**src/rtl/spi_flash_arbiter.sv**
```systemverilog
// Round-robin arbiter sharing one SPI flash pin set between two controllers.
// It holds cs_n high for a guard interval between owners and force-releases an owner that keeps the bus too long.
module spi_flash_arbiter #(
  parameter logic [7:0]  CNT_GUARD_MAX   = 8'd4,
  parameter logic [25:0] CNT_TIMEOUT_MAX = 26'd50_000_000
) (
  input  logic sys_clk,
  input  logic sys_rst_n,
  input  logic req0,
  input  logic req1,
  input  logic sck0,
  input  logic cs0_n,
  input  logic mosi0,
  input  logic sck1,
  input  logic cs1_n,
  input  logic mosi1,
  output logic miso0,
  output logic miso1,
  output logic gnt0,
  output logic gnt1,
  output logic sck,
  output logic cs_n,
  output logic mosi,
  input  logic miso,
  output logic busy,
  output logic timeout,
  output logic timeout_id
);

  typedef enum logic [1:0] {IDLE, GRANT0, GRANT1, GUARD} state_t;

  state_t      state;
  logic        last_gnt;
  logic        lock0, lock1;
  logic [7:0]  guard_cnt;
  logic [25:0] tmo_cnt;

  logic elig0, elig1, tmo_hit;
  logic g_id, g_req, g_sck, g_cs_n, g_mosi;

  assign elig0   = req0 && !lock0;
  assign elig1   = req1 && !lock1;
  assign tmo_hit = (CNT_TIMEOUT_MAX != '0) && (tmo_cnt == CNT_TIMEOUT_MAX);

  // Both grant states share one branch, so the owner's signals are selected here.
  assign g_id   = (state == GRANT1);
  assign g_req  = g_id ? req1  : req0;
  assign g_sck  = g_id ? sck1  : sck0;
  assign g_cs_n = g_id ? cs1_n : cs0_n;
  assign g_mosi = g_id ? mosi1 : mosi0;

  always_comb begin
    miso0 = 1'b0;
    miso1 = 1'b0;
    if (state == GRANT0) miso0 = miso;
    if (state == GRANT1) miso1 = miso;
  end

  always_ff @(posedge sys_clk or negedge sys_rst_n) begin
    if (!sys_rst_n) begin
      state      <= IDLE;
      gnt0       <= 1'b0;
      gnt1       <= 1'b0;
      sck        <= 1'b0;
      cs_n       <= 1'b1;
      mosi       <= 1'b0;
      busy       <= 1'b0;
      timeout    <= 1'b0;
      timeout_id <= 1'b0;
      last_gnt   <= 1'b1;
      lock0      <= 1'b0;
      lock1      <= 1'b0;
      guard_cnt  <= '0;
      tmo_cnt    <= '0;
    end else begin
      timeout <= 1'b0;
      if (!req0) lock0 <= 1'b0;
      if (!req1) lock1 <= 1'b0;
      case (state)
        IDLE: begin
          sck       <= 1'b0;
          cs_n      <= 1'b1;
          mosi      <= 1'b0;
          guard_cnt <= '0;
          tmo_cnt   <= '0;
          if (elig0 && (!elig1 || last_gnt)) begin
            state    <= GRANT0;
            gnt0     <= 1'b1;
            last_gnt <= 1'b0;
            busy     <= 1'b1;
          end else if (elig1) begin
            state    <= GRANT1;
            gnt1     <= 1'b1;
            last_gnt <= 1'b1;
            busy     <= 1'b1;
          end
        end
        GRANT0, GRANT1: begin
          if (tmo_hit || !g_req) begin
            state     <= GUARD;
            gnt0      <= 1'b0;
            gnt1      <= 1'b0;
            sck       <= 1'b0;
            cs_n      <= 1'b1;
            mosi      <= 1'b0;
            guard_cnt <= '0;
            tmo_cnt   <= '0;
            if (tmo_hit) begin
              timeout    <= 1'b1;
              timeout_id <= g_id;
              // A requester that released on the timeout cycle is left unlocked.
              if (g_req) begin
                if (g_id) lock1 <= 1'b1;
                else      lock0 <= 1'b1;
              end
            end
          end else begin
            sck  <= g_sck;
            cs_n <= g_cs_n;
            mosi <= g_mosi;
            if (tmo_cnt != '1) tmo_cnt <= tmo_cnt + 26'd1;
          end
        end
        GUARD: begin
          sck  <= 1'b0;
          cs_n <= 1'b1;
          mosi <= 1'b0;
          if (guard_cnt == CNT_GUARD_MAX) begin
            state     <= IDLE;
            busy      <= 1'b0;
            guard_cnt <= '0;
            tmo_cnt   <= '0;
          end else begin
            guard_cnt <= guard_cnt + 8'd1;
          end
        end
        default: state <= IDLE;
      endcase
    end
  end

endmodule
```
**config.mk**
```make
export PLATFORM = sky130hd
export DESIGN_NAME = spi_flash_arbiter
export DESIGN_NICKNAME = d
export VERILOG_FILES = /design/src/rtl/spi_flash_arbiter.sv
export SDC_FILE = /design/constraint.sdc
export NUM_CORES = 1
export LEC_CHECK = 0
export CAP_MARGIN = 20
export CORE_UTILIZATION = 45
export CTS_CLUSTER_SIZE = 14
export DETAILED_ROUTE_END_ITERATION = 8
export PLACE_DENSITY = 0.65
export SYNTH_ARGS = -nofsm -noshare
export SYNTH_HDL_FRONTEND = slang
export SYNTH_SLANG_ARGS = --single-unit
```
**constraint.sdc**
```tcl
create_clock -name sys_clk -period 7 [get_ports sys_clk]
set_clock_uncertainty 0.2 [all_clocks]
set_input_delay 1.75 -clock sys_clk [delete_from_list [all_inputs] [get_ports sys_clk]]
set_output_delay 1.75 -clock sys_clk [all_outputs]
set_load 0.03 [all_outputs]
```
==> results of run 1 <==
worst max-delay path: cells and delay by family:
family                 cells  cell delay, ps
buffers and inverters      2            1130
AND/OR/NAND/NOR            1             120
layer usage:
layer	part of all wire [%]	vias up	GRT usage, %
met2	46	67	37.06
met1	47	1193	30.58
met4	2.0	0	10.00
met5	0	-	0
li1	-	1206	-
met3	4.8	15	3.933
layout make-up:
class / instances / area [um^2] / area share (%)
clock inverter: 2 / 13.76 / 0.4353
timing repair buffer: 25 / 232.7 / 7.361
tap: 75 / 93.84 / 2.968
inverter: 16 / 60.06 / 1.899
sequential: 47 / 1179 / 37.28
clock buffer: 6 / 72.57 / 2.295
multi-input combinational: 231 / 1510 / 47.76
flip-flops by register name, summed over array words and instances (netlist names):
name        flops
busy            1
cs_n            1
gnt0            1
gnt1            1
guard_cnt       8
last_gnt        1
lock0           1
lock1           1
mosi            1
sck             1
state           2
timeout         1
timeout_id      1
tmo_cnt        26
cell families after synthesis:
logic type               count (synthesis)  synth area share, %
adder cells (fa/ha/maj)                  8                3.581
multiplexers                             6                2.238
AND/OR/NAND/NOR                        124                25.43
buffers and inverters                   30                4.208
flip-flops                              47                42.17
AO/OA/AOI/OAI                           93                22.38
worst paths after layout:
check                           from          end  slack [ps]
setup / recovery                miso        miso0        2040
setup reg to reg            state[0]   tmo_cnt[6]        3960
hold / removal                 lock0        lock0         300
hold reg to reg                lock0        lock0         300
max in group asynchronous  sys_rst_n  tmo_cnt[15]        4860
min in group asynchronous  sys_rst_n   timeout_id        1330
cells in the final DEF (no fill, tap or decap), types with 2 or more instances in the layout:
cell type,count
o31ai_1,5
and4_1,3
or2_2,2
dfrtp_1,45
nand2b_1,3
o211ai_1,10
and3_1,4
o2bb2ai_1,2
a21oi_2,2
and2_1,9
ha_1,8
nand4_1,12
inv_1,16
o311ai_0,3
dfstp_2,2
mux2i_1,4
clkbuf_8,5
buf_4,5
a221o_1,3
o21ai_0,31
nor4b_1,2
a21o_1,5
clkdlybuf4s50_1,19
or3_1,5
nor4_1,6
a211oi_1,3
nor3_1,8
nor2b_1,4
a21oi_1,7
a31o_2,2
nand2_1,17
nand3_1,15
nor2_1,19
or4_1,7
a31oi_1,5
a22o_1,4
mux2_2,2
per-stage QoR:
stage	power, mW	instance area, um^2
floorplan	0.6480	2795
global placement	0.7873	3075
detailed placement	0.7931	3075
CTS	0.9611	3162
global route	1.033	3162
finish	0.9550	3162
power breakdown:
part / total [mW] / internal [mW] / switching [mW]
clock: 0.167 / 0.0707 / 0.0967
sequential: 0.332 / 0.308 / 0.0241
combinational: 0.456 / 0.156 / 0.299
==> results by group, run 1 <==
STA
  – Setup WS post-layout: roughly 2000 ps
  – Min cycle time layout: 4958 ps
  – Final TNS setup: 0 ps
  – FMAX: 201.7 MHz
  – Minimum hold slack: 302.5 ps
  – Fin crit share: 70.82%
  – Slew HR: 36.24%
  – RSZ-0062 raised after global routing: false
  – Final hold violation count: 0
  – Measured slew at the worst slew-check pin: 950.7 ps
  – Final setup vio count: 0
  – Max Slew Vio Count: 0

Clocking
  – Number of H-tree levels: 2
  – CTS resizes: 0
  – CTS Hold Bufs: 0
  – Worst-path clk slew: 90 ps
  – CTS tree: yes
  – CTS sink cnt: 47
  – CTS max path bufs: 2
  – Root buffer cell: clkbuf_8
  – CTS buffer count: 5
  – Worst skew pair latency: 310 ps
  – Post-CTS setup repair buffer count: 0

Route
  – WL/cell: 16.91 um
  – Iter 0 DRT Violations: ~160
  – Via/cell ratio: about 6.2
  – Router iterations before antenna repair: 4
  – Antenna Violating Nets Remaining: 0
  – DR DRC count: 0
  – Vias: about 2500
  – WL final: 6798 um

Power
  – Static Leak: 1.258 nW
  – Power Dens Cells: between 300 and 400 nW/um^2
  – Worst IR Drop VDD: roughly 0.18 mV

Layout
  – Syn-to-layout area delta: 13.12%
  – Diodes inserted: 0
  – Layout Cells excl Fill: 402
  – Nets@finish: 345
  – Layout cell share with drive strength beyond 1: 8.257%
  – Final core occ: 53.09%
  – Fillcell total: between 500 and 600

Yosys
  – Syn_nets: 327
  – Area fraction of the dominant cell type after synthesis: 40.29%
  – Synth cell count leaders: 45 x dfrtp_1, 31 x o21ai_0, 19 x nor2_1
  – Fraction of registers with async set/reset: 100.0%
  – Sequential share of the synthesized area: between 40% and 50%
  – Post-Syn Area: about 2800 um^2
  – Yosys Warn Count: 0
  – Top cells by area, synth: dfrtp_1 40%, o21ai_0 5.6%, ha_1 3.6%
  – Cell variety after synth: 55
  – Post-synth EDFFs: 0
  – Post-Syn Instances: 308
  – Most frequent cell after synthesis: dfrtp_1
  – Yosys top cell by area: dfrtp_1
  – Syn_area_per_cell: 9.075 um^2
  – Most used DFF post-synth: dfrtp_1
  – Synthesized flop and latch total: 47

Setup path
  – Startpoint Class: input pin
  – Largest stage delay on the critical path: roughly 660 ps
  – CP max-delay cell: clkdlybuf4s50_1
  – CP Cell Sequence: clkdlybuf4s50_1, and2_1, clkdlybuf4s50_1
  – R2R depth: 7
  – CP most frequent cell: clkdlybuf4s50_1
  – Worst setup EP type: output port
  – CP Class: in -> out
  – CP Max Fanout: 2
  – CP Data Arrival Time: 3010 ps
  – CP required: a little over 5000 ps

Placement
  – Place WS: 2037 ps
  – Port Buffers: 20
  – Routability congestion estimate: 0.8637
  – Detailed placer's ending HPWL: 4631 um
  – Dpl cells: just under 400

Floorplanning
  – Die ar.: approximately 6500 um^2
  – Starting Density: a little under half
  – Die Ht: 80.82 um
  – I/O pins: 21
  – DIE WIDTH: ~81 um
  – Core box area: 5956 um^2
  – Site Rows: 28

Global route
  – All-Layer GR Usage: 23.08%
  – Vias in the first global route: 2404
  – First-pass GRT wire length: 11470 um
  – Global route overflow: 0
  – Largest net degree at the start of global routing: 48
  – Initial antenna violation count: 0

Run
  – Max-Cap Viols: 0

Status
  – Status: completed

Min path
  – Type of the worst min-delay path: reg -> reg
  – Hold Path Stages: 1
No activity file was read; power rests on OpenSTA's default activity.
==> run 2, diff against run 1 <==
==> constraint.sdc (replaced) <==
create_clock -name sys_clk -period 4.7 [get_ports sys_clk]
set_clock_uncertainty 0.2 [all_clocks]
set_input_delay 1.175 -clock sys_clk [delete_from_list [all_inputs] [get_ports sys_clk]]
set_output_delay 1.175 -clock sys_clk [all_outputs]
set_load 0.03 [all_outputs]
==> results by group, run 2 (synthesis gave the netlist of run 1 again) <==
Status
  – Status: completed

Power
  – Static Leak: ~1.3 nW
  – Worst IR Drop VDD: roughly 0.28 mV
  – Seq pwr share: 34.2%
  – Power Dens Cells: 453.5 nW/um^2
  – Clock power frac: ~18%
  – Net switching power: about 0.64 mW
  – Combinational Power Share: 48.1%
  – Sw frac: 44.14%
  – P_int: 0.8077 mW

Setup path
  – CP required: 3320 ps
  – CP Cell Sequence: clkdlybuf4s50_1, and2_1, clkdlybuf4s50_1
  – CP max-delay cell: clkdlybuf4s50_1
  – CP Max Fanout: 2
  – CP most frequent cell: clkdlybuf4s50_1
  – Largest stage delay on the critical path: approximately 660 ps
  – Startpoint Class: input pin
  – Worst Setup SP: miso
  – CP Data Arrival Time: 2420 ps
  – Worst R2R Start: state[0]
  – CP Class: in -> out
  – Worst setup EP type: output port

STA
  – RSZ-0062 raised after global routing: false
  – Fin crit share: 80.69%
  – Final hold violation count: 0
  – Min cycle time layout: between 3000 and 4000 ps
  – Max Slew Vio Count: 0
  – Measured slew at the worst slew-check pin: slightly above 900 ps
  – Setup WS post-layout: around 910 ps
  – Slew HR: 39.00%
  – Final setup vio count: 0
  – Final TNS setup: 0 ps
  – FMAX: 263.7 MHz

Clocking
  – Number of H-tree levels: 2
  – CTS Hold Bufs: 0
  – CTS tree: yes
  – CTS resizes: 0
  – Worst skew pair latency: approximately 310 ps
  – CTS sink cnt: 47
  – Worst-path clk slew: 90 ps
  – Post-CTS setup repair buffer count: 0
  – CTS max path bufs: 2
  – Root buffer cell: clkbuf_8
  – CTS buffer count: 5

Layout
  – Most frequent cells in the layout: 45 x dfrtp_1, 31 x o21ai_0, 19 x nor2_1, 19 x clkdlybuf4s50_1, 17 x nand2_1
  – Layout Cells excl Fill: 403
  – Syn-to-layout area delta: 14.06%
  – Fillcell total: 569
  – Largest regs: tmo_cnt x26, guard_cnt x8, state x2
  – Nets@finish: between 300 and 400
  – Final core occ: 53.53%
  – Biggest register: tmo_cnt
  – Diodes inserted: 0
  – Most common cell after layout, fill and taps aside: dfrtp_1
  – Finished Cell Area: approximately 3200 um^2
  – Max reg flops: 26
  – Layout cell share with drive strength beyond 1: 8.841%

Route
  – DR DRC count: 0
  – Iter 0 DRT Violations: 146
  – Via/cell ratio: approximately 6.1
  – Antenna Violating Nets Remaining: 0
  – Vias: roughly 2500
  – WL final: roughly 6800 um
  – Router iterations before antenna repair: 4
  – WL/cell: 16.81 um

Global route
  – First-pass GRT wire length: about 11000 um
  – Global route overflow: 0
  – Initial antenna violation count: 0
  – All-Layer GR Usage: 22.99%
  – Largest net degree at the start of global routing: 48
  – Vias in the first global route: between 2000 and 2500

Placement
  – Routability congestion estimate: 0.8621
  – Dpl cells: 394
  – Port Buffers: 20
  – Detailed placer's ending HPWL: 4678 um
  – Area after DPL: 3075 um^2
  – Place WS: 905.1 ps

Floorplanning
  – Die Ht: 80.82 um
  – DIE WIDTH: 80.82 um
  – I/O pins: 21
  – Die ar.: between 6000 and 7000 um^2
  – Starting Density: between 40% and 50%
  – Core box area: just under 6000 um^2
  – Site Rows: 28

Run
  – Max-Cap Viols: 0

Min path
  – Min-delay src: lock0
  – Type of the worst min-delay path: reg -> reg
==> run 2: final cells by class <==
type	count	area, um^2	share of cell area [%]
multi-input cells	231	1510	47.37
inverters	16	60.06	1.884
flip-flops and latches	47	1179	36.97
repair buffers	26	252.7	7.928
clock inverters	3	23.77	0.7457
clock buffers	5	68.82	2.159
well taps	75	93.84	2.943
==> run 2: layer usage <==
metal,vias up,share of wire [%],global-route usage [%]
met5,-,0,0
met1,1184,48,31.31
met3,9,4.1,4.157
met4,0,1.3,7.679
met2,63,46,36.81
li1,1210,-,-
==> run 2: per-stage QoR <==
| stage | power, mW | hold WS [ps] |
|---|---|---|
| global placement | 1.180 | 274.6 |
| detailed placement | 1.196 | 290.1 |
| CTS | 1.458 | 311.2 |
| floorplan | 0.9651 | 241.0 |
| global route | 1.559 | 336.1 |
| finish | 1.446 | 301.7 |
==> run 2: worst max-delay path: cells and delay by family <==
kind	cells	cell delay (ps)
buffers and inverters	2	1120
AND/OR/NAND/NOR	1	120
==> run 2: power by group through the flow <==
stage                     logic (mW)  clock network (mW)  registers (mW)
final                          0.695               0.257           0.494
after global routing           0.777               0.280           0.502
after CTS                      0.698               0.266           0.494
after detailed placement       0.693                   0           0.503
after global placement         0.680                   0           0.500
after floorplan                0.429                   0           0.536
==> run 2: path summary, 6_finish.rpt <==
kind                            cells after the start          to  slack [ps]
min in group asynchronous                           1     timeout         560
worst max register to register                      7  tmo_cnt[7]        1620
worst max-delay path                                3       miso1         910
worst min-delay path                                1       lock0         300
max in group asynchronous                           2        cs_n        3190
worst min register to register                      1       lock0         300
